File: src/rtl/chronos_pkg.sv
// rtl/chronos_pkg.sv - shared tile types, component IDs and host-enqueue register offsets
package chronos;

    typedef logic [31:0] reg_data_t;

    typedef struct packed {
        logic [31:0] ts;
        logic [31:0] object;
        logic [3:0]  ttype;
    } task_t;

    typedef enum logic [3:0] {
        ID_SPLITTER,
        ID_TASK_UNIT,
        ID_CQ,
        ID_OCL_SLAVE,
        ID_HOST_ENQ,
        ID_LAST
    } component_id_t;

    localparam logic [7:0] HEF_OCCUPANCY  = 8'h00;
    localparam logic [7:0] HEF_ENQ_CNT    = 8'h04;
    localparam logic [7:0] HEF_DEQ_CNT    = 8'h08;
    localparam logic [7:0] HEF_STALL_CNT  = 8'h0C;
    localparam logic [7:0] HEF_HIGH_WATER = 8'h10;
    localparam logic [7:0] HEF_CTRL       = 8'h14;
    localparam logic [7:0] HEF_DEPTH      = 8'h18;

endpackage

File: src/rtl/sync_fifo_fwft.sv
// rtl/sync_fifo_fwft.sv - first-word-fall-through FIFO with synchronous flush
module sync_fifo_fwft #(
    parameter int WIDTH     = 8,
    parameter int LOG_DEPTH = 4
) (
    input  logic                 clk,
    input  logic                 rst,
    input  logic                 flush_i,
    input  logic                 push_i,
    input  logic                 pop_i,
    input  logic [WIDTH-1:0]     wdata_i,
    output logic [WIDTH-1:0]     rdata_o,
    output logic [LOG_DEPTH:0]   count_o,
    output logic [LOG_DEPTH:0]   count_next_o
);

    localparam int DEPTH = 2 ** LOG_DEPTH;
    localparam logic [LOG_DEPTH-1:0] PTR_ONE = LOG_DEPTH'(1);
    localparam logic [LOG_DEPTH:0]   CNT_ONE = (LOG_DEPTH + 1)'(1);

    logic [WIDTH-1:0]     mem_q [DEPTH];
    logic [LOG_DEPTH-1:0] rd_ptr_q, rd_ptr_d;
    logic [LOG_DEPTH-1:0] wr_ptr_q, wr_ptr_d;
    logic [LOG_DEPTH:0]   count_q, count_d;

    always_comb begin
        rd_ptr_d = rd_ptr_q;
        wr_ptr_d = wr_ptr_q;
        count_d  = count_q;
        if (flush_i) begin
            rd_ptr_d = '0;
            wr_ptr_d = '0;
            count_d  = '0;
        end else begin
            if (push_i) wr_ptr_d = wr_ptr_q + PTR_ONE;
            if (pop_i)  rd_ptr_d = rd_ptr_q + PTR_ONE;
            case ({push_i, pop_i})
                2'b10:   count_d = count_q + CNT_ONE;
                2'b01:   count_d = count_q - CNT_ONE;
                default: count_d = count_q;
            endcase
        end
    end

    always_ff @(posedge clk) begin
        if (rst) begin
            rd_ptr_q <= '0;
            wr_ptr_q <= '0;
            count_q  <= '0;
        end else begin
            rd_ptr_q <= rd_ptr_d;
            wr_ptr_q <= wr_ptr_d;
            count_q  <= count_d;
        end
    end

    // Storage is deliberately left unreset; count gates every read of it.
    always_ff @(posedge clk) begin
        if (push_i && !flush_i) mem_q[wr_ptr_q] <= wdata_i;
    end

    assign rdata_o      = mem_q[rd_ptr_q];
    assign count_o      = count_q;
    assign count_next_o = count_d;

endmodule

File: src/rtl/host_task_enq_fifo.sv
// rtl/host_task_enq_fifo.sv - host task enqueue buffer with reg-bus counters, pause and flush
module host_task_enq_fifo
    import chronos::*;
#(
    parameter int            LOG_DEPTH = 4,
    parameter component_id_t REG_ID    = ID_HOST_ENQ
) (
    input  logic        clk,
    input  logic        rst,
    input  logic        in_valid,
    input  task_t       in_data,
    output logic        in_ready,
    output logic        out_valid,
    output task_t       out_data,
    input  logic        out_ready,
    input  logic        reg_wvalid,
    input  logic [7:0]  reg_waddr,
    input  logic [31:0] reg_wdata,
    input  logic        reg_arvalid,
    input  logic [7:0]  reg_araddr,
    output logic        reg_rvalid,
    output reg_data_t   reg_rdata
);

    localparam int DEPTH = 2 ** LOG_DEPTH;
    localparam logic [LOG_DEPTH:0] DEPTH_C = (LOG_DEPTH + 1)'(DEPTH);

    logic [LOG_DEPTH:0] count, count_next;
    logic        flush_now, push, pop;
    logic        wr_stall, wr_hw, wr_ctrl;
    logic [31:0] count_ext, count_next_ext;
    logic [31:0] enq_cnt_q, enq_cnt_d;
    logic [31:0] deq_cnt_q, deq_cnt_d;
    logic [31:0] stall_cnt_q, stall_cnt_d;
    logic [31:0] high_water_q, high_water_d;
    logic        pause_q, pause_d;
    logic        rvalid_q;
    reg_data_t   rdata_q, rdata_mux;
    logic        unused_ok;

    assign wr_ctrl   = reg_wvalid && (reg_waddr == HEF_CTRL);
    assign wr_stall  = reg_wvalid && (reg_waddr == HEF_STALL_CNT);
    assign wr_hw     = reg_wvalid && (reg_waddr == HEF_HIGH_WATER);
    assign flush_now = wr_ctrl && reg_wdata[1];

    assign in_ready  = (count != DEPTH_C) && !flush_now && !rst;
    assign out_valid = (count != '0) && !pause_q;
    assign push      = in_valid && in_ready;
    assign pop       = out_valid && out_ready;

    sync_fifo_fwft #(
        .WIDTH     ($bits(task_t)),
        .LOG_DEPTH (LOG_DEPTH)
    ) u_fifo (
        .clk          (clk),
        .rst          (rst),
        .flush_i      (flush_now),
        .push_i       (push),
        .pop_i        (pop),
        .wdata_i      (in_data),
        .rdata_o      (out_data),
        .count_o      (count),
        .count_next_o (count_next)
    );

    assign count_ext      = 32'(count);
    assign count_next_ext = 32'(count_next);

    // Software clears take priority over a same-cycle increment.
    always_comb begin
        enq_cnt_d    = enq_cnt_q + 32'(push);
        deq_cnt_d    = deq_cnt_q + 32'(pop);
        stall_cnt_d  = stall_cnt_q + 32'(in_valid && !in_ready);
        high_water_d = high_water_q;
        pause_d      = pause_q;
        if (wr_stall) stall_cnt_d = '0;
        if (wr_hw) begin
            high_water_d = count_ext;
        end else if (count_next_ext > high_water_q) begin
            high_water_d = count_next_ext;
        end
        if (wr_ctrl) pause_d = reg_wdata[0];
    end

    always_comb begin
        rdata_mux = '0;
        case (reg_araddr)
            HEF_OCCUPANCY:  rdata_mux = count_ext;
            HEF_ENQ_CNT:    rdata_mux = enq_cnt_q;
            HEF_DEQ_CNT:    rdata_mux = deq_cnt_q;
            HEF_STALL_CNT:  rdata_mux = stall_cnt_q;
            HEF_HIGH_WATER: rdata_mux = high_water_q;
            HEF_CTRL:       rdata_mux = {31'b0, pause_q};
            HEF_DEPTH:      rdata_mux = 32'(DEPTH);
            default:        rdata_mux = '0;
        endcase
    end

    always_ff @(posedge clk) begin
        if (rst) begin
            enq_cnt_q    <= '0;
            deq_cnt_q    <= '0;
            stall_cnt_q  <= '0;
            high_water_q <= '0;
            pause_q      <= 1'b0;
            rvalid_q     <= 1'b0;
            rdata_q      <= '0;
        end else begin
            enq_cnt_q    <= enq_cnt_d;
            deq_cnt_q    <= deq_cnt_d;
            stall_cnt_q  <= stall_cnt_d;
            high_water_q <= high_water_d;
            pause_q      <= pause_d;
            rvalid_q     <= reg_arvalid;
            if (reg_arvalid) rdata_q <= rdata_mux;
        end
    end

    assign reg_rvalid = rvalid_q;
    assign reg_rdata  = rdata_q;

    // REG_ID is routed by the parent; upper write-data bits carry no meaning here.
    assign unused_ok = ^{REG_ID, reg_wdata[31:2]};

endmodule

File: config.mk
export PLATFORM = sky130hd
export DESIGN_NAME = host_task_enq_fifo
export DESIGN_NICKNAME = d
export VERILOG_FILES = /design/src/rtl/chronos_pkg.sv /design/src/rtl/sync_fifo_fwft.sv /design/src/rtl/host_task_enq_fifo.sv
export SDC_FILE = /design/constraint.sdc
export NUM_CORES = 1
export LEC_CHECK = 0
export CAP_MARGIN = 20
export CELL_PAD_IN_SITES_DETAIL_PLACEMENT = 0
export CELL_PAD_IN_SITES_GLOBAL_PLACEMENT = 1
export CORE_MARGIN = 5
export CORE_UTILIZATION = 40
export CTS_CLUSTER_DIAMETER = 150
export DETAILED_ROUTE_END_ITERATION = 8
export PLACE_DENSITY_LB_ADDON = 0.1
export SYNTH_ARGS = -nofsm -noshare
export SYNTH_HDL_FRONTEND = slang
export SYNTH_SLANG_ARGS = --single-unit
File: constraint.sdc
create_clock -name clk -period 8.7 [get_ports clk]
set_clock_uncertainty 0.1 [all_clocks]
set_input_delay 1.305 -clock clk [delete_from_list [all_inputs] [get_ports clk]]
set_output_delay 1.305 -clock clk [all_outputs]
set_load 0.02 [all_outputs]
==> impl_metrics.yaml, run 1 <==
clock_network:
  htreeDepth: 4
  cts_tree: "built"
  clkTransAtPathRegs_ns: 0.05
  clockBufferDepth: 3
  cts_sinks: 1240
  ctsResizeCount: 0
  clockRootBuffer: "clkbuf_16"
  cts_hold_buf: 0
  cts_buffers: 139
  post_cts_buffers: 0
  clock_latency_ns: 0.72
run:
  cap_violations: 0
placed_design:
  place.gp.congestion: 0.732
  place_ws_ns: 2.31
  hpwl_mm: 58.5
  port_buffers: 194
  place_area_um2: 52000
cells_and_area:
  design_area_um2: 56400
  nets: 2737
  utilization_pct: 47.2
  drive_gt1_share_pct: 22.6
  syn2layout_area_growth_pct: 17.3
synthesis:
  ys_types: 59
  avgSynthCellArea_um2: 20.6
  synth_top_family_by_area: "multiplexers"
  synth_compound_area_share_pct: 1.42
  syn_inst: 2340
  synth_xor_xnor_area_share_pct: 1.60
  syn_nets: 2481
  synth_mux_area_share_pct: 16.9
  synth_fa_ha_area_share_pct: 0.494
  synth-seq-area-share_pct: 74.2
  synth_area_um2: 48100
  synth_flop_cell: "edfxtp_1"
  synth_enable_flop_cells: 1088
  ys_ff_latch: 1240
  synthSimpleGateAreaFrac_pct: 4.06
  yosysWarnings: 0
  async_flop_share_pct: 0
timing:
  timing.final.hold_violations: 0
  slew_viol_final: 0
  min_period_ns: 5.76
  period_share_pct: 66.2
  tns_ns: 0
  slew_headroom_pct: 24.9
  max_freq_mhz: 174
  worst_pin_slew_ns: 1.12
  postLayoutSetupSlackWorst_ns: 2.94
  rsz0062_at_grt: "false"
  setup_viol: 0
status:
  status: "completed"
setup_path:
  path_cells: "clkdlybuf4s50_1, nor4b_2, a31oi_1, and2_1, inv_1, ha_1, xor2_1, ha_1, a21oi_1, xnor2_1, nor3b_1, nor2_1, nor2_1, ha_1, o21ai_0, a21oi_1, o31ai_1, nand2_1, a311oi_1"
  criticalPathCategory: "in2reg"
  cp.arrival_ns: 6.28
  cpPeakStageDelay_ns: 0.73
  required_ns: 9.22
  worst_setup_path_end_kind: "register"
  cpLargestDelayFamily: "compound AO/OA/AOI/OAI gates"
  cp_max_fo: 8
  crit_buf_inv: 2
  timing.critical_path.from_type: "input port"
  crit_top_cell: "ha_1"
  worst_path_max_delay_cell: "o31ai_1"
route:
  avgViaCountPerCell: 5.42
  wirelength_mm: 114
  num_vias: 23500
  drc: 0
  drt-pass1-iter-count: 5
  initialDrtViolationCount: 1733
  avgRoutedWirePerCell_um: 26.3
  ant_nets: 0
global_route:
  grt_pass1_wl_mm: 169
  antenna_found_initial: 13
  overflow: 0
  grt_max_degree: 145
  track_usage_pct: 18.1
  first_global_vias: 25200
pwr:
  power.density_nw_per_um2: 263
  p_leak_nw: 17.3
  vdd_drop_max_uv: 240
min_path:
  hold_class: "reg2reg"
floorplanning:
  start_util_pct: 40.2
  die_w_um: 357
  ios: 225
  die_area_um2: 127000
  core_um2: 120000
  dieHeight_um: 357
  core.rowCount: 127
## per-layer routing
metal / routed length, µm / GRT usage (%) / vias up
li1: - / - / 10200
met1: 48900 / 24.4 / 12500
met2: 56800 / 30.3 / 549
met3: 5770 / 3.60 / 176
met4: 2430 / 4.83 / 6
met5: 34 / 0 / -
## synth_stat cells, types with 4 or more instances
cell         n  area share (%)
nand2b_1     6           0.078
a21oi_1     17            0.18
buf_6       10            0.23
buf_2       38            0.40
mux2i_1     37            0.77
clkbuf_1    60            0.47
buf_1       11           0.086
nor2b_1     14            0.18
nand2_1     38            0.30
inv_1       20            0.16
nor2_1     158             1.2
nand3_1     43            0.45
a31oi_1      9            0.12
a211o_1      4           0.073
o21ai_0     13            0.14
or3_1        9            0.12
edfxtp_1  1088              68
nor3_1      16            0.17
mux4_2     341              16
a221o_1     27            0.56
nand4_1     31            0.40
dfxtp_1    152             6.3
and4_1      15            0.27
xnor2_1     29            0.53
nor4_2       6            0.16
ha_1        19            0.49
and2_1       6           0.078
nor4_1       5           0.065
and3_1      17            0.22
xor2_1      59             1.1
o211ai_1     4           0.062
## flip-flops by register name, indices dropped and copies added, names as in the netlist, 5 cells and up, named ones only
signal,count
deq_cnt_q,32
enq_cnt_q,32
high_water_q,5
reg_rdata,32
stall_cnt_q,32
u_fifo.count_o,5
u_fifo.mem_q,1088
## metrics by stage
step | hold slack, ns | power, mW | std cells
2_1_floorplan | 0.357 | 8.68 | 2340
3_3_place_gp | 0.359 | 9.48 | 4065
3_5_place_dp | 0.368 | 9.49 | 4066
4_1_cts | 0.380 | 15.1 | 4318
5_1_grt | 0.408 | 15.5 | 4320
6_report | 0.385 | 14.9 | 4327
## cell usage in the layout, fill, tap and decap left out, types with 31 or more instances in the layout
cell             count
nand2_1             38
nand3_1             43
nand4_1             31
edfxtp_1          1088
clkdlybuf4s50_1    192
nor2_1             145
clkbuf_16          142
dfxtp_1            148
clkbuf_1            36
buf_4               31
mux4_2             341
mux2i_1             37
xor2_1              59
## worst reg2reg max path: cells and delay by family, from the launching register on
kind | cells | cell delay [ns]
adders and majority gates | 3 | 0.81
AOI/OAI and AO/OA | 6 | 1.62
xor gates and xnor gates | 2 | 0.41
buffers and inverters | 1 | 0.12
DFF | 1 | 0.43
and+or+nand+nor | 6 | 1.44
## where the power goes
part | switching (mW) | internal [mW]
Combinational | 1.26 | 1.38
Sequential | 0.107 | 6.55
Clock | 2.32 | 3.25
Total | 3.69 | 11.2
## path summary, 6_finish.rpt
path / startpoint / to / slack (ns) / cells after the start
setup / recovery: reg_waddr[5] / high_water_q[1] / 2.94 / 19
hold / removal: reg_rdata[4] / reg_rdata[4] / 0.38 / 1
setup reg to reg: u_fifo.count_o[1] / high_water_q[1] / 3.67 / 18
hold reg to reg: reg_rdata[4] / reg_rdata[4] / 0.38 / 1
## cell type report
cell class	instances	area, µm²
diodes	8	20.0
clock buffers	182	3740
clock inverters	70	622
fillers	9920	63200
inverters	20	75.1
multi-input cells	961	11900
flip-flops and latches	1240	35700
well taps	1612	2020
repair buffers	234	2350
## kinds of logic (layout without fill, tap and decap cells)
logic type	count (synthesis)	after routing
AO/OA/AOI/OAI	91	91
AND/OR/NAND/NOR	379	379
other	0	8
XOR/XNOR	88	88
flip-flops	1240	1240
adder cells (fa/ha/maj)	19	19
multiplexers	384	384
buffers and inverters	139	506
(Power assumes the default switching activity.)
==> run 2: changes to the inputs <==
Clock period 8.7 ns to 4.77 ns, I/O delays scaled along.
==> run 2 against run 1 <==
Net effect:
- routed wire length rose by 1.6%
- flip-flop and latch count did not move
- via count rose by 1.7%
- total power rose by 83%
- combinational power rose by 97%
- cell count rose by 0.74%
- count of clock-buffer cells in the layout fell by 1
- critical path type unchanged
- largest cell class unchanged
- highest routed layer unchanged
==> impl_metrics.yaml, run 2 (synthesis gave the netlist of run 1 again) <==
floorplanning:
  ios: 225
  core_um2: 120000
  start_util_pct: 40.2
  die_area_um2: 127000
  core.rowCount: 127
  dieHeight_um: 357
  die_w_um: 357
clock_network:
  cts_tree: "built"
  htreeDepth: 4
  clkTransAtPathRegs_ns: 0.06
  clockBufferDepth: 3
  cts_buffers: 138
  clock_latency_ns: 0.72
  post_cts_buffers: 0
  clockRootBuffer: "clkbuf_16"
  cts_sinks: 1240
timing:
  tns_ns: 0
  timing.final.hold_violations: 0
  rsz0062_at_grt: "false"
  period_share_pct: 94.5
  slew_viol_final: 0
  setup_viol: 0
  min_period_ns: 4.51
  max_freq_mhz: 222
  slew_headroom_pct: 29.1
  worst_pin_slew_ns: 1.06
setup_path:
  cp.arrival_ns: 5.05
  criticalPathCategory: "in2reg"
  path_cells: "clkdlybuf4s50_1, nor4bb_1, a31oi_1, and2_1, inv_1, ha_1, xor2_1, ha_1, a21oi_1, a2bb2oi_1, a31oi_1, xnor2_1, nor2_1, ha_1, nor2_1, a31oi_1, o31ai_1, buf_4, or4_1, a31oi_1"
  cp_max_fo: 7
  worst_setup_path_end_kind: "register"
  required_ns: 5.31
  cpPeakStageDelay_ns: 0.48
  timing.critical_path.from_type: "input port"
  worst_path_max_delay_cell: "clkdlybuf4s50_1"
  crit_top_cell: "a31oi_1"
placed_design:
  place.gp.congestion: 0.751
  port_buffers: 194
  hpwl_mm: 60.0
  place_area_um2: 52800
global_route:
  first_global_vias: 25500
  antenna_found_initial: 7
  grt_pass1_wl_mm: 171
  grt_max_degree: 95
  overflow: 0
  track_usage_pct: 18.3
cells_and_area:
  largest_register: "u_fifo.mem_q"
  syn2layout_area_growth_pct: 18.5
  final_cell_mix: "edfxtp_1 (1088), mux4_2 (341), clkdlybuf4s50_1 (192)"
  largest_reg_flops: 1088
  nFillCells: 9844
  design_area_um2: 57000
  final_common_cell: "edfxtp_1"
  drive_gt1_share_pct: 23.4
  nets: 2782
route:
  num_vias: 23900
  avgViaCountPerCell: 5.47
  avgRoutedWirePerCell_um: 26.6
  drc: 0
  drt-pass1-iter-count: 5
  ant_nets: 0
  initialDrtViolationCount: 1837
  wirelength_mm: 116
run:
  cap_violations: 0
pwr:
  vdd_drop_max_uv: 346
  power.density_nw_per_um2: 477
  p_leak_nw: 17.5
min_path:
  hold_class: "in2reg"
status:
  status: "completed"
==> run 2: cell count changes in the layout (fill, tap and decap cells not counted), moves of 5 or more <==
cell      before  now
buf_12         8   37
buf_4         31   48
clkbuf_1      36   41
clkinv_2      21   13
nor3_2         5    0
==> run 2: where the power goes <==
part,internal [mW],switching [mW]
combinational,2.77,2.43
clock,5.74,4.18
sequential,12.0,0.132
==> run 2: cell type report <==
cell class / instances / area (µm²) / share of cell area (%)
Antenna cell: 4 / 10.0 / 0.0176
Clock buffer: 181 / 3660 / 6.41
Clock inverter: 61 / 558 / 0.979
Inverter: 20 / 75.1 / 0.132
Multi-Input combinational cell: 961 / 11900 / 20.9
Sequential cell: 1240 / 35700 / 62.7
Tap cell: 1612 / 2020 / 3.54
Timing Repair Buffer: 280 / 3060 / 5.37
==> run 2: final timing paths <==
| kind | slack, ns | cells past startpoint | start | endpoint |
|---|---|---|---|---|
| setup / recovery | 0.26 | 20 | reg_waddr[2] | high_water_q[4] |
| hold / removal | 0.23 | 2 | reg_araddr[2] | reg_rdata[1] |
| setup reg to reg | 0.41 | 19 | u_fifo.count_o[0] | high_water_q[4] |
| hold reg to reg | 0.38 | 2 | reg_rdata[2] | reg_rdata[2] |
==> run 2: worst max-delay path: cells and delay by family <==
kind | cells | cell delay [ns]
xor gates and xnor gates | 2 | 0.36
adders and majority gates | 3 | 0.73
buffers and inverters | 3 | 0.73
and+or+nand+nor | 5 | 1.16
AOI/OAI and AO/OA | 7 | 1.34
==> run 2: per-stage QoR <==
step	hold slack [ns]	setup slack [ns]	util, %	total power [mW]	cells
detailed placement	0.372	-0.421	44.1	17.6	4112
floorplan	0.357	-0.256	-	15.8	2340
CTS	0.161	0.179	47.6	27.6	4354
global placement	0.368	-0.213	44.1	17.6	4112
global route	0.207	0.0190	47.6	28.4	4356
finish	0.226	0.264	47.7	27.2	4359
==> run 2: what timing repair did <==
item                                    CTS  global route
resized for setup                         0             1
endpoints found under the setup margin    0             2
hold buffers                              0             0
==> run 2: routing by layer <==
| layer | vias to the layer above | global-route usage, % | routed length, µm |
|---|---|---|---|
| met5 | - | 0 | 30 |
| met4 | 6 | 4.65 | 2260 |
| met3 | 150 | 3.81 | 6070 |
| met2 | 557 | 30.5 | 57700 |
| met1 | 12900 | 24.9 | 49700 |
| li1 | 10300 | - | - |
==> run 3: changes to the inputs <==
Settings changed: CORE_UTILIZATION 40 to 48.
==> run 3 against run 2 <==
Net effect:
- sequential share of layout area up 0.51 points
- cell area down 0.81%
- combinational power down 0.8%
- maximum frequency up 1.5%
- core utilization up 9.0 points
- global-route usage up 2.3 points
- non-clock buffer count up 14
- critical path depth down 16
- first-iteration DRC count up 6.0%
- critical path type is now reg2out
- critical endpoint is now out_data[25]
- largest power group unchanged
==> impl_metrics.yaml, run 3 (synthesis gave the netlist of run 1 again) <==
status:
  status: "completed"
global_route:
  grt_pass1_wl_mm: 164
  grt_max_degree: 91
  antenna_found_initial: 9
  first_global_vias: 25400
  track_usage_pct: 20.6
  overflow: 0
pwr:
  intPower_mw: 20.5
  clkPwrFrac_pct: 36.2
  vdd_drop_max_uv: 290
  power.density_nw_per_um2: 479
  total_power_mw: 27.1
  combPwrFrac_pct: 19.0
  power.switching_mw: 6.60
  p_seq_share_pct: 44.8
  p_sw_share_pct: 24.4
  p_leak_nw: 17.6
floorplanning:
  dieHeight_um: 327
  core.rowCount: 116
  die_area_um2: 107000
  ios: 225
  die_w_um: 327
  core_um2: 99900
  start_util_pct: 48.2
timing:
  slew_viol_final: 0
  min_period_ns: 4.44
  slew_headroom_pct: 32.9
  rsz0062_at_grt: "false"
  period_share_pct: 93.1
  timing.final.hold_violations: 0
  whs_ns: 0.349
  max_freq_mhz: 225
  worst_pin_slew_ns: 1.01
  tns_ns: 0
  setup_viol: 0
cells_and_area:
  largest_register: "u_fifo.mem_q"
  nets: 2791
  final_common_cell: "edfxtp_1"
  final_cell_mix: "edfxtp_1 (1088), mux4_2 (341), clkdlybuf4s50_1 (192)"
  syn2layout_area_growth_pct: 17.5
  nFillCells: 7418
  largest_reg_flops: 1088
  design_area_um2: 56600
  drive_gt1_share_pct: 24.1
  utilization_pct: 56.6
min_path:
  hold_class: "reg2reg"
route:
  avgRoutedWirePerCell_um: 26.9
  num_vias: 23600
  wirelength_mm: 109
  drt-pass1-iter-count: 5
  initialDrtViolationCount: 1947
  drc: 0
  ant_nets: 0
  avgViaCountPerCell: 5.83
clock_network:
  cts_tree: "built"
  clkTransAtPathRegs_ns: 0.06
  cts_sinks: 1240
  clock_latency_ns: 0.72
  clockBufferDepth: 3
  clockRootBuffer: "clkbuf_16"
  post_cts_buffers: 0
  htreeDepth: 4
  cts_hold_buf: 0
  cts_buffers: 133
placed_design:
  hpwl_mm: 59.2
  place.gp.congestion: 0.772
  port_buffers: 194
  place_area_um2: 52400
setup_path:
  required_ns: 3.95
  criticalPathCategory: "reg2out"
  cp_max_fo: 29
  timing.critical_path.from_type: "register"
  cp.arrival_ns: 3.62
  worst_setup_path_end_kind: "primary output"
run:
  cap_violations: 0
## run 3: cell count changes in the layout (fill, tap and decap cells not counted), sizes merged, moves of 2 or more
cell | previous run | this run
diode | 4 | 8
bufinv | 6 | 8
clkinv | 47 | 52
buf | 88 | 102
clkinvlp | 2 | 0
clkbuf | 181 | 168
## run 3: final timing paths
check               startpoint              end  slack (ns)  cells past startpoint
max                   register     out_data[25]        0.33                      4
min               reg_rdata[2]     reg_rdata[2]        0.35                      2
max reg2reg  u_fifo.count_o[0]  high_water_q[4]        0.35                     18
min reg2reg       reg_rdata[2]     reg_rdata[2]        0.35                      2
## run 3: power groups by stage
stage / Sequential (mW) / Combinational [mW] / Clock (mW)
finish: 12.1 / 5.16 / 9.80
global route: 12.2 / 5.56 / 10.5
CTS: 12.1 / 5.25 / 10.1
detailed placement: 12.4 / 5.22 / 0
global placement: 12.4 / 5.16 / 0
floorplan: 12.2 / 3.61 / 0
## run 3: final cells by class
type	count	area (µm²)	share of cell area (%)
repair buffers	294	3030	5.36
well taps	1298	1620	2.87
inverters	20	75.1	0.133
clock buffers	168	3580	6.34
clock inverters	67	577	1.02
flip-flops and latches	1240	35700	63.2
diodes	8	20.0	0.0354
multi-input cells	961	11900	21.1
## run 3: repair_timing
action | 4_1_cts | 5_1_grt
hold endpoints to repair | 0 | 0
gates resized for setup | 0 | 2
endpoints found under the setup margin | 0 | 3
## run 3: worst max-delay path, stage by stage, from the launching register on
cell             delay [ns]
dfxtp_4                0.84
buf_4                  0.33
mux4_2                 0.52
mux4_2                 0.59
clkdlybuf4s50_1        0.59
## run 3: per-layer routing
layer | vias to the layer above | track usage, % | wire (µm)
li1 | 10300 | - | -
met1 | 12600 | 28.8 | 46500
met2 | 634 | 33.8 | 54000
met3 | 142 | 4.25 | 6520
met4 | 4 | 5.16 | 1850
met5 | - | 0 | 25
## run 3: metrics by stage
| stage | setup slack [ns] | std cells |
|---|---|---|
| floorplan | -0.256 | 2340 |
| global placement | -0.0932 | 3813 |
| CTS | 0.196 | 4048 |
| finish | 0.331 | 4056 |
| global route | 0.0458 | 4048 |
| detailed placement | -0.389 | 3813 |
